File: config.mk
export PLATFORM = sky130hd
export DESIGN_NAME = sysid_info_regs
export DESIGN_NICKNAME = d
export VERILOG_FILES = /design/src/rtl/sysid_info_regs.sv
export SDC_FILE = /design/constraint.sdc
export NUM_CORES = 1
export LEC_CHECK = 0
export CORE_MARGIN = 10
export CORE_UTILIZATION = 35
export CTS_BUF_LIST = sky130_fd_sc_hd__clkbuf_4
export CTS_CLUSTER_SIZE = 28
export DETAILED_ROUTE_END_ITERATION = 8
export HOLD_SLACK_MARGIN = 0.08
export SLEW_MARGIN = 0
export SYNTH_ARGS = -nofsm -noshare
export SYNTH_HDL_FRONTEND = slang
export SYNTH_SLANG_ARGS = --single-unit
File: constraint.sdc
create_clock -name clock -period 1.1 [get_ports clock]
set_input_delay 0.22 -clock clock [delete_from_list [all_inputs] [get_ports clock]]
set_output_delay 0.22 -clock clock [all_outputs]
set_load 0.01 [all_outputs]
File: src/rtl/sysid_info_regs.sv
// Eight-word Avalon-MM system ID / info register file with fixed 1-cycle read latency.
// Define SYSID_UPTIME_EN to build the cycle counter, seconds counter and control/status word.
module sysid_info_regs #(
  parameter logic [31:0] SYSTEM_ID     = 32'h0000_0000,
  parameter logic [31:0] TIMESTAMP     = 32'h0000_0000,
  parameter logic [15:0] VERSION       = 16'h0001,
  parameter int unsigned CLK_FREQ_HZ   = 50000000,
  parameter logic [31:0] SCRATCH_RESET = 32'h0000_0000
) (
  input  logic        clock,
  input  logic        reset,
  input  logic [2:0]  address,
  input  logic        read,
  input  logic        write,
  input  logic [31:0] writedata,
  output logic [31:0] readdata,
  output logic        readdatavalid
);

  logic [31:0] scratch_q, scratch_d;
  logic [31:0] rdata_q, rdata_d;
  logic        rvalid_q;
  logic [31:0] word4, word5, word6, word7;
  logic        uptime_present;

  assign scratch_d = (write && address == 3'd3) ? writedata : scratch_q;

`ifdef SYSID_UPTIME_EN
  localparam int unsigned PreW = (CLK_FREQ_HZ > 1) ? $clog2(CLK_FREQ_HZ) : 1;
  localparam logic [PreW-1:0] PreTerm = PreW'(CLK_FREQ_HZ - 1);

  logic [63:0]     cycle_cnt_q, cycle_cnt_d;
  logic [31:0]     shadow_q, shadow_d;
  logic [31:0]     sec_q, sec_d;
  logic [PreW-1:0] pre_q, pre_d;
  logic            freeze_q, freeze_d;
  logic            wrap_q, wrap_d;
  logic            wrap_set;
  logic            wr_ctrl;

  assign wr_ctrl = write && (address == 3'd6);

  always_comb begin
    cycle_cnt_d = cycle_cnt_q;
    shadow_d    = shadow_q;
    sec_d       = sec_q;
    pre_d       = pre_q;
    freeze_d    = freeze_q;
    wrap_d      = wrap_q;
    wrap_set    = !freeze_q && (&cycle_cnt_q);
    if (!freeze_q) begin
      cycle_cnt_d = cycle_cnt_q + 64'd1;
      if (pre_q == PreTerm) begin
        pre_d = '0;
        sec_d = sec_q + 32'd1;
      end else begin
        pre_d = pre_q + 1'b1;
      end
    end
    if (wr_ctrl) begin
      freeze_d = writedata[1];
      if (writedata[2]) wrap_d = 1'b0;
      // Clear overrides the increment computed above.
      if (writedata[0]) begin
        cycle_cnt_d = '0;
        pre_d       = '0;
        sec_d       = '0;
      end
    end
    // A wrap in the same cycle as a wrap-clear write must still be recorded.
    if (wrap_set) wrap_d = 1'b1;
    if (read && address == 3'd4) shadow_d = cycle_cnt_q[63:32];
  end

  always_ff @(posedge clock) begin
    if (reset) begin
      cycle_cnt_q <= '0;
      shadow_q    <= '0;
      sec_q       <= '0;
      pre_q       <= '0;
      freeze_q    <= 1'b0;
      wrap_q      <= 1'b0;
    end else begin
      cycle_cnt_q <= cycle_cnt_d;
      shadow_q    <= shadow_d;
      sec_q       <= sec_d;
      pre_q       <= pre_d;
      freeze_q    <= freeze_d;
      wrap_q      <= wrap_d;
    end
  end

  assign word4          = cycle_cnt_q[31:0];
  assign word5          = shadow_q;
  assign word6          = {29'h0, wrap_q, freeze_q, 1'b0};
  assign word7          = sec_q;
  assign uptime_present = 1'b1;
`else
  assign word4          = '0;
  assign word5          = '0;
  assign word6          = '0;
  assign word7          = 32'(CLK_FREQ_HZ);
  assign uptime_present = 1'b0;
`endif

  always_comb begin
    rdata_d = rdata_q;
    if (read) begin
      unique case (address)
        3'd0:    rdata_d = SYSTEM_ID;
        3'd1:    rdata_d = TIMESTAMP;
        3'd2:    rdata_d = {VERSION, 8'h00, 7'h0, uptime_present};
        3'd3:    rdata_d = scratch_q;
        3'd4:    rdata_d = word4;
        3'd5:    rdata_d = word5;
        3'd6:    rdata_d = word6;
        3'd7:    rdata_d = word7;
        default: rdata_d = '0;
      endcase
    end
  end

  always_ff @(posedge clock) begin
    if (reset) begin
      scratch_q <= SCRATCH_RESET;
      rdata_q   <= '0;
      rvalid_q  <= 1'b0;
    end else begin
      scratch_q <= scratch_d;
      rdata_q   <= rdata_d;
      rvalid_q  <= read;
    end
  end

  assign readdata      = rdata_q;
  assign readdatavalid = rvalid_q;

endmodule

After elaboration in Yosys (flattened, before gate mapping)
Cells that the tools add are included.

operators by class
  mux-type cells = 1
  equal/unequal tests = 7
  reduce and logical (&&, ||, !) cells = 3

operators with widths
  kind                number
  $pmux 32 s4         1
  $eq 3x3->1 const B  4
  $eq 3x2->1 const B  2
  $reduce_or 5->1     1
  $eq 3x1->1 const B  1
  $logic_not 3->1     1
  $logic_and 1x1->1   1

word-level totals
  register bits = 65
  logic and storage cells = 14
  input bits = 39

Longest topological paths before layout
Gate-level depths: netlist (run 1).

  depth after elaboration = 3
  mapped depth = 4

Worst setup path before layout (run 1)
OpenSTA, ideal clock, no wires.

  path kind = input to register
  from = input port read
  to = register rdata_q[10] (netlist: readdata[10])
  data required time = 1.008 ns
  library setup time = 0.092 ns
  arrival time = 0.884 ns
  buffers on the path = 2
  stages on the path = 4
  setup slack = 0.124 ns
  cells stage by stage = buf_2 > nand4b_2 > buf_2 > o32ai_1

RTL lines
  what                    line  source
  start: declaration      13    input logic read,
  end signal: assignment  130   rdata_q <= rdata_d;
  end: declaration        21    logic [31:0] rdata_q, rdata_d;

Worst setup path after layout (run 1)
  from = register rdata_q[25] (netlist: readdata[25])
  to = output port readdata[25]

RTL lines
  what              line  source
  end: declaration  16    output logic [31:0] readdata,

No word-level cell between the ends.

==> results of run 1 <==
[Yosys cell counts]
cell and n:
sky130_fd_sc_hd__nor2b_1 1, sky130_fd_sc_hd__o2bb2ai_1 12, sky130_fd_sc_hd__buf_6 4, sky130_fd_sc_hd__nor3b_1 1
sky130_fd_sc_hd__nand2b_1 65, sky130_fd_sc_hd__o32ai_1 19, sky130_fd_sc_hd__mux2i_1 32, sky130_fd_sc_hd__nand4b_2 1
sky130_fd_sc_hd__dfxtp_1 65, sky130_fd_sc_hd__and4b_1 1, sky130_fd_sc_hd__buf_2 7, sky130_fd_sc_hd__nand4b_1 1
sky130_fd_sc_hd__nor2_1 14, sky130_fd_sc_hd__inv_1 19, sky130_fd_sc_hd__a41o_1 1, sky130_fd_sc_hd__clkbuf_1 9
[cells in the final DEF, fill, tap and decap left out, types with 2 or more instances in the layout]
cell type,synthesis,routed
sky130_fd_sc_hd__o32ai_1,19,19
sky130_fd_sc_hd__dlymetal6s2s_1,0,5
sky130_fd_sc_hd__clkbuf_4,0,10
sky130_fd_sc_hd__clkdlybuf4s50_1,0,32
sky130_fd_sc_hd__inv_1,19,19
sky130_fd_sc_hd__buf_12,0,4
sky130_fd_sc_hd__o2bb2ai_1,12,12
sky130_fd_sc_hd__mux2i_1,32,32
sky130_fd_sc_hd__dfxtp_1,65,33
sky130_fd_sc_hd__nand2b_1,65,65
sky130_fd_sc_hd__dfxtp_2,0,32
sky130_fd_sc_hd__bufinv_16,0,2
sky130_fd_sc_hd__clkbuf_16,0,3
sky130_fd_sc_hd__buf_2,7,2
sky130_fd_sc_hd__nor2_1,14,13
sky130_fd_sc_hd__buf_6,4,33
sky130_fd_sc_hd__clkinv_2,0,3
sky130_fd_sc_hd__buf_4,0,12
[cell type report]
cell class	instances	area (µm²)	area share, %
repair buffers	91	1010	26.4
multi-input cells	148	1110	29.2
flip-flops and latches	65	1340	35.1
clock inverters	6	82.6	2.16
clock buffers	10	75.1	1.97
inverters	19	71.3	1.87
well taps	99	124	3.24
[timing repair]
item	4_1_cts	5_1_grt
endpoints found under the setup margin	45	48
setup buffers	0	1
pin swaps	0	1
hold buffers	0	0
resized for setup	196	9
endpoints found under the hold margin	0	0
gates cloned	0	4
[per-layer routing]
layer	vias to the layer above	track usage (%)
met1	905	13.2
met5	-	0
met4	0	2.71
met3	5	6.46
met2	62	16.3
li1	1020	-
[state kept, by name, summed over array words and instances, names as in the netlist]
register	cells
readdatavalid	1
scratch_q	32
readdata	32
[cells by family after synthesis]
group,after synthesis,synth area share (%)
AND/OR/NAND/NOR,84,19.5
flip-flops,65,50.1
multiplexers,32,12.3
AO/OA/AOI/OAI,32,10.8
buffers and inverters,39,7.14
[worst max path at each step]
stage | start | to | cells after the start
CTS | readdata[25] | readdata[25] | 1
global route | readdata[5] | readdata[5] | 1
global placement | read | readdata[25] | 3
finish | readdata[25] | readdata[25] | 1
detailed placement | read | readdata[15] | 3
floorplan | read | readdata[10] | 4
[power breakdown]
| part | switching [mW] | internal, mW |
|---|---|---|
| Clock | 0.854 | 0.936 |
| Sequential | 0.0199 | 2.39 |
| Combinational | 0.181 | 0.283 |
| Total | 1.06 | 3.61 |
[per-stage QoR]
step | util, % | instances
final | 52.9 | 438
after global routing | 52.9 | 438
after CTS | 51.2 | 433
after detailed placement | 48.2 | 417
after global placement | 48.2 | 417
after floorplan | - | 252
==> summary.md, run 1 <==
The cell count after synthesis came out at 252. For the final routed database, the setup TNS stands at 0 ns. Setup repair after global routing could not meet its margin everywhere. The worst hold path belongs to the class input pin to flop. The Yosys step of the flow raised 0 warnings. The run gives 0.707 as the weighted congestion reported at the end of routability-driven placement. Along the worst hold path, the cell count comes to 3.

The first global-routing pass estimated 10100 µm of wire. The finished cells cover 0.00382 mm². For this design the ratio of total power to cell area is 1220 mW/mm². Startpoint of the tightest hold check path: reset. For this block, the initial DRC count from the detailed router was 55. The critical setup path kind is flop to primary output.

The run gives 1992 as the via count. For hold timing, the worst endpoint is readdata[22]. The run finished with clean final reports.

By area the synthesized netlist is led by sky130_fd_sc_hd__dfxtp_1 (50%), sky130_fd_sc_hd__nand2b_1 (16%), sky130_fd_sc_hd__mux2i_1 (12%). The root cell of the clock tree is sky130_fd_sc_hd__clkbuf_4. Of all cell types, the one taking the most synthesized area is sky130_fd_sc_hd__dfxtp_1. The routed length per placed instance works out to 14.5 µm.

The count of distinct cell types in the synthesized netlist was 16; the pin count of the biggest net entering global routing was 39. The share of cells above drive strength 1 was 31.0%. The worst register-to-register path begins at readdata[9]. The region available for standard cell placement spans 0.00721 mm². The logs give 0.000710 V for the worst IR drop on VDD and 0.28 ns for the internal reg-to-reg setup slack. The area after detailed placement came out at 0.00347 mm². The run gives 0.0108 ns as the clock tree skew after final layout. For this run, design rule violations remaining after detail routing come to 0. The remaining global-route overflow was 0; the transition time at the pin with the least slew margin was 0.522 ns. The cell area that synthesis handed to floorplanning was 0.00259 mm². The first detailed-routing pass took 4 iterations. The share of the synthesized area in the top cell type was 50.1%; the post-route clock period utilization was 98.0%.

Fill cells in the final layout number 668. The floorplan has 31 rows. The tools report the clock latency on the worst-skew pair as 0.40 ns. The depth of the CTS H-tree came out at 3. The post-route total power was 4.67 mW. The final critical path time including I/O delays and setup was 1.08 ns; the worst path required time was 0.88 ns.

After detailed routing, the met3 layer carries 584 µm of wire. The logs give 6340 µm for the wire length reported by the detailed router and 0 for the number of diodes added for antenna fixing. The worst setup path is captured at a primary output. Area growth from synthesis to final layout: 47.2%. A synthesized cell averages 10.3 µm². The number of violations of the max-capacitance limit is 0.

In the global route stage, overall resource usage came out at 11.0%. Summed over all nets, wire length on met2 after detailed routing comes to 2680 µm. HPWL after detailed placement: 4180 µm. The run gives 65 as the number of clock sinks.

The via-per-instance ratio was 4.55. Overall die width: 106 µm. Across all hold checks on the routed design, the worst slack comes to 0.231 ns. For the sequential fraction of the synthesis area, the log shows 50.1%. Walking the worst path, the cells encountered are buf_6.

The peak per-stage delay on the critical path is 0.36 ns. The run gives 0.0113 mm² as the total die area. TritonCTS built the clock tree. Via count of the first global-routing pass: 2080. The number of placed I/O pins is 72. Timing analysis after detailed placement gives a worst setup slack of -0.510 ns. Along the worst path, the maximum fanout reaches 2. STA classifies the critical path startpoint as a flop.

The detailed router put a total of 3020 µm of wire on met1. The buffers plus inverters on the worst setup path was 1. The tools report the static leakage power as 1.44 nW. The run gives 0 as the final hold violation count.

Measured along the y axis, the die boundary spans 106 µm. For the initial antenna violation count, the log shows 0. Among all stages on the critical path, the largest delay is contributed by sky130_fd_sc_hd__dfxtp_2. The post-detailed-route count of antenna-violating nets is 0, and the slack of the critical path is 0.0220 ns. The post-layout net count is 373, and the maximum number of buffers from clock root to sink is 2. The number of buffer cells added on primary ports works out to 71. Measured against its own limit, the worst slew margin works out to 65.2%.

Broken down by cell family, the worst path's largest delay share belongs to flip-flops. Timing would allow up to 928 MHz. The number of buffers added by the clock tree synthesis step was 9; the initial core utilization was 36.0%. The number of cells on the worst reg-to-reg path is 3. For the arrival time at the worst endpoint, the log shows 0.86 ns. The total count of max-transition violations in the final report is 0.

After synthesis the netlist holds a flip-flop and latch count of 65. The count of endpoints failing setup in the final report was 0. The clock transition at the registers of the reported paths is 0.11 ns, and the net count after synthesis is 291. After detailed routing, no signal wire sits above met4.

In this run the critical register-to-register path is captured at readdata[9].
No activity file was read; power rests on OpenSTA's default activity.
==> run 2, diff against run 1 <==
Settings changed: CAP_MARGIN from default to 20.
==> results of run 2 <==
Final layout, timing and power as in run 1 (identical DEF).
==> run 3, diff against run 2 <==
Settings changed: ABC_AREA from default to 1, REMOVE_ABC_BUFFERS from default to 1.
==> summary.md, run 3 <==
The flow ran to the end, and the final reports show no timing, DRC or antenna violations. The tools report the critical path startpoint category as a flop (unchanged). The leading area contributor after synthesis is sky130_fd_sc_hd__dfxtp_1 (unchanged). The dominant register cell in the synthesized netlist was sky130_fd_sc_hd__dfxtp_1 (unchanged). The depth of the CTS H-tree came out at 3 (unchanged). The number of warnings reported in the yosys synthesis log was 0 (unchanged). Number of buffer cells added on primary ports: 71 (unchanged). The clock transition at the registers of the reported paths is 0.11 ns (about the same), and the number of rows in the core area is 29 (was 31). Crit-path cells: buf_6 (unchanged).

Via count: 2159 (was 1992). The number of cells on the worst reg-to-reg path was 3 (unchanged); the number of buffers added by the clock tree synthesis step was 9 (unchanged). The critical setup path kind was flop to primary output (unchanged).

The run gives 0 ns (unchanged) as the setup TNS after final layout. The post-route total power is 4.22 mW (was 4.67 mW), and the weighted congestion reported at the end of routability-driven placement is 0.722 (was 0.707). Number of violations of the max-capacitance limit: 0 (unchanged).

The critical path launch point was readdata[2] (was readdata[25]). Root cell of the clock tree: sky130_fd_sc_hd__clkbuf_4 (unchanged). Most numerous cell types in the synthesized netlist: sky130_fd_sc_hd__dfxtp_1 (65), sky130_fd_sc_hd__nand2_1 (51), sky130_fd_sc_hd__nor2_1 (34) (was sky130_fd_sc_hd__dfxtp_1 (65), sky130_fd_sc_hd__nand2b_1 (65), sky130_fd_sc_hd__mux2i_1 (32)). The number of enable flip-flop cells after synthesis works out to 0 (unchanged). The tools report the total die area as 0.0104 mm² (was 0.0113 mm²).

The logs give 0 (unchanged) for the post-detailed-route count of antenna-violating nets and 0 (unchanged) for the final hold violation count. The count of endpoints failing setup in the final report came out at 0 (unchanged). The number of design-rule violations left by the first detailed-router iteration is 71 (was 55), and the average cell area after synthesis is 8.04 µm² (was 10.3 µm²).

The logs give 6600 µm (was 6340 µm) for the wire length reported by the detailed router and 0 (unchanged) for the number of diodes added for antenna fixing. The tools report the count of filler cells inserted in the layout as 664 (was 668). Number of search-and-repair iterations in the first detailed-routing pass: 4 (unchanged).

The capture point of the critical path is readdata[2] (was readdata[25]). The maximum number of buffers from clock root to sink was 2 (unchanged); the post-layout net count was 412 (was 373). The run gives 36.6% (was 36.0%) as the initial core utilization. The logs give 0.88 ns (about the same) for the worst path required time and 294 (was 252) for the number of instances in the synthesized netlist. The cell with the largest stage delay on the worst path is sky130_fd_sc_hd__dfxtp_2 (unchanged). The most frequent standard cell in the layout excluding fill and tap cells is sky130_fd_sc_hd__nand2_1 (was sky130_fd_sc_hd__nand2b_1).

The area growth from synthesis to final layout is 46.2% (was 47.2%). The path class of the lowest-slack min-delay path is input pin to flop (unchanged). The largest fanout on the critical path was 2 (unchanged). The number of hold buffers added after CTS is 0 (unchanged), and the global routing usage summed across all routing layers is 12.7% (was 11.0%). Top cells by area, synth: sky130_fd_sc_hd__dfxtp_1 (55%), sky130_fd_sc_hd__nand2_1 (8.1%), sky130_fd_sc_hd__nor3_1 (6.8%) (was sky130_fd_sc_hd__dfxtp_1 (50%), sky130_fd_sc_hd__nand2b_1 (16%), sky130_fd_sc_hd__mux2i_1 (12%)). Final critical path time including I/O delays and setup: 1.08 ns (about the same). The via-per-instance ratio is 4.75 (was 4.55), and the count of unresolved DRC violations after routing is 0 (unchanged). The number of cells on the worst hold path is 4 (was 3), and the total count of max-transition violations in the final report is 0 (unchanged). The async set-or-reset flop fraction in the synthesized netlist came out at 0% (unchanged). The tools report the number of placed I/O pins as 72 (unchanged). The number of cells on the critical path came out at 1 (unchanged). The clock tree skew after final layout is 0.00976 ns (was 0.0108 ns).

The normalized max-slew margin was 81.7% (was 65.2%). The tools report the remaining global-route overflow as 0 (unchanged). In the post-synthesis netlist, the cell with the most instances is sky130_fd_sc_hd__dfxtp_1.

Power per standard cell area: 1220 mW/mm² (about the same). The tightest hold margin is 0.275 ns (was 0.231 ns), and the routed length per placed instance is 14.5 µm (about the same). TritonCTS built the clock tree. The pin count of the biggest net entering global routing came out at 34 (was 39). The tools report the count of distinct cell types in the synthesized netlist as 19 (was 16). The tools report the number of clock sinks as 65 (unchanged).

The tools report the kind of capture point of the worst setup path as a primary output (unchanged). Post-route clock period utilization: 98.1% (was 98.0%). Setup repair after global routing could not meet its margin everywhere. The run gives 0.000582 V (was 0.000710 V) as the worst IR drop on VDD. The peak per-stage delay on the critical path works out to 0.36 ns (about the same). The arrival time at the worst endpoint came out at 0.86 ns (about the same). The run gives 55.1% (was 50.1%) as the sequential fraction of the synthesis area. The via count of the first global-routing pass was 2211 (was 2080).

The cell type group with the largest total delay on the critical path was flip-flops (unchanged). The overall die width was 102 µm (was 106 µm). The initial antenna violation count came out at 0 (unchanged).

The HPWL after detailed placement is 4500 µm (was 4180 µm), and the maximum clock rate is 926 MHz (was 928 MHz). The tools report the first-pass GRT wire length as 10400 µm (was 10100 µm). The flip-flop and latch count after synthesis is 65 (unchanged), and the share of the synthesized area in the top cell type is 55.1% (was 50.1%).

The height of the die came out at 102 µm (was 106 µm). The tools report the capturing point of the worst reg2reg path as readdata[22] (was readdata[9]). The logs give 0.27 ns (was 0.28 ns) for the internal reg-to-reg setup slack and 0.39 ns (was 0.40 ns) for the clock latency on the worst-skew pair. The buffers plus inverters on the worst setup path works out to 1 (unchanged). Commonest cells after routing, fill and taps aside: sky130_fd_sc_hd__nand2_1 (51), sky130_fd_sc_hd__clkdlybuf4s50_1 (36), sky130_fd_sc_hd__buf_6 (35) (was sky130_fd_sc_hd__nand2b_1 (65), sky130_fd_sc_hd__buf_6 (33), sky130_fd_sc_hd__dfxtp_1 (33)).

The tools report the share of the core filled with cells as 53.5% (was 52.9%). The tools report the core area as 0.00646 mm² (was 0.00721 mm²). The static leakage power is 1.38 nW (was 1.44 nW). The transition time at the pin with the least slew margin came out at 0.274 ns (was 0.522 ns). The area of the mapped netlist is 0.00236 mm² (was 0.00259 mm²), and the share of cells above drive strength 1 is 28.3% (was 31.0%).

Launching point of the worst reg2reg path: scratch_q[22] (was readdata[9]).
==> run 3: changes by cell type in the layout (fill, tap and decap cells not counted), moves of 19 or more <==
cell / previous run / this run
sky130_fd_sc_hd__o32ai_1: 19 / 0
sky130_fd_sc_hd__nand2_1: 0 / 51
sky130_fd_sc_hd__nor2_1: 13 / 34
sky130_fd_sc_hd__o21ai_1: 0 / 31
sky130_fd_sc_hd__nor3_1: 0 / 32
sky130_fd_sc_hd__nand2b_1: 65 / 0
sky130_fd_sc_hd__a21oi_1: 0 / 31
sky130_fd_sc_hd__mux2i_1: 32 / 0
==> run 3: worst min path at each step <==
stage                        startpoint            end
final                        address[1]   readdata[22]
after global placement    scratch_q[10]   readdata[10]
after global routing         address[1]   readdata[22]
after floorplan                   reset    readdata[0]
after detailed placement  scratch_q[27]   readdata[27]
after CTS                 writedata[16]  scratch_q[16]
==> run 3: logic make-up (layout without fill, tap and decap cells) <==
family / after synthesis / in the layout / share of synthesized area (%)
AO/OA/AOI/OAI: 76 / 76 / 16.1
buffers and inverters: 27 / 110 / 5.50
flip-flops: 65 / 65 / 55.1
AND/OR/NAND/NOR: 126 / 127 / 23.3
==> run 3: area by class of cell <==
type	instances	area (µm²)	area share [%]
clock inverter	6	35.0	1.01
inverter	5	18.8	0.543
tap	77	96.3	2.79
sequential	65	1340	38.8
clock buffer	10	75.1	2.17
multi-input combinational	203	953	27.6
timing repair buffer	89	935	27.1
==> run 3: where the power goes <==
part | total, mW | leakage [nW] | switching (mW) | internal [mW]
registers | 2.44 | 0.543 | 0.0298 | 2.41
logic | 0.470 | 0.770 | 0.224 | 0.246
clock network | 1.31 | 0.0636 | 0.837 | 0.475
total | 4.22 | 1.38 | 1.09 | 3.13
==> run 3: timing repair <==
action / CTS / global route
hold endpoints to repair: 0 / 0
gates cloned: 0 / 1
endpoints found under the setup margin: 33 / 90
pin swaps: 0 / 1
resized for setup: 193 / 10
setup buffers: 1 / 1
==> run 3: per-stage QoR <==
stage          area [µm²]  worst slack (ns)  std cells
3_3_place_gp         3220            -0.360        436
2_1_floorplan        2250            -0.440        272
4_1_cts              3390           -0.0126        453
6_report             3450            0.0205        455
3_5_place_dp         3220            -0.408        436
5_1_grt              3450           -0.0384        455
==> run 3: per-layer routing <==
layer	up-vias	part of all wire, %	GRT usage, %
li1	1136	-	-
met2	46	48	20.4
met5	-	0	0
met4	0	1.1	6.94
met1	973	46	14.7
met3	4	5.2	3.98
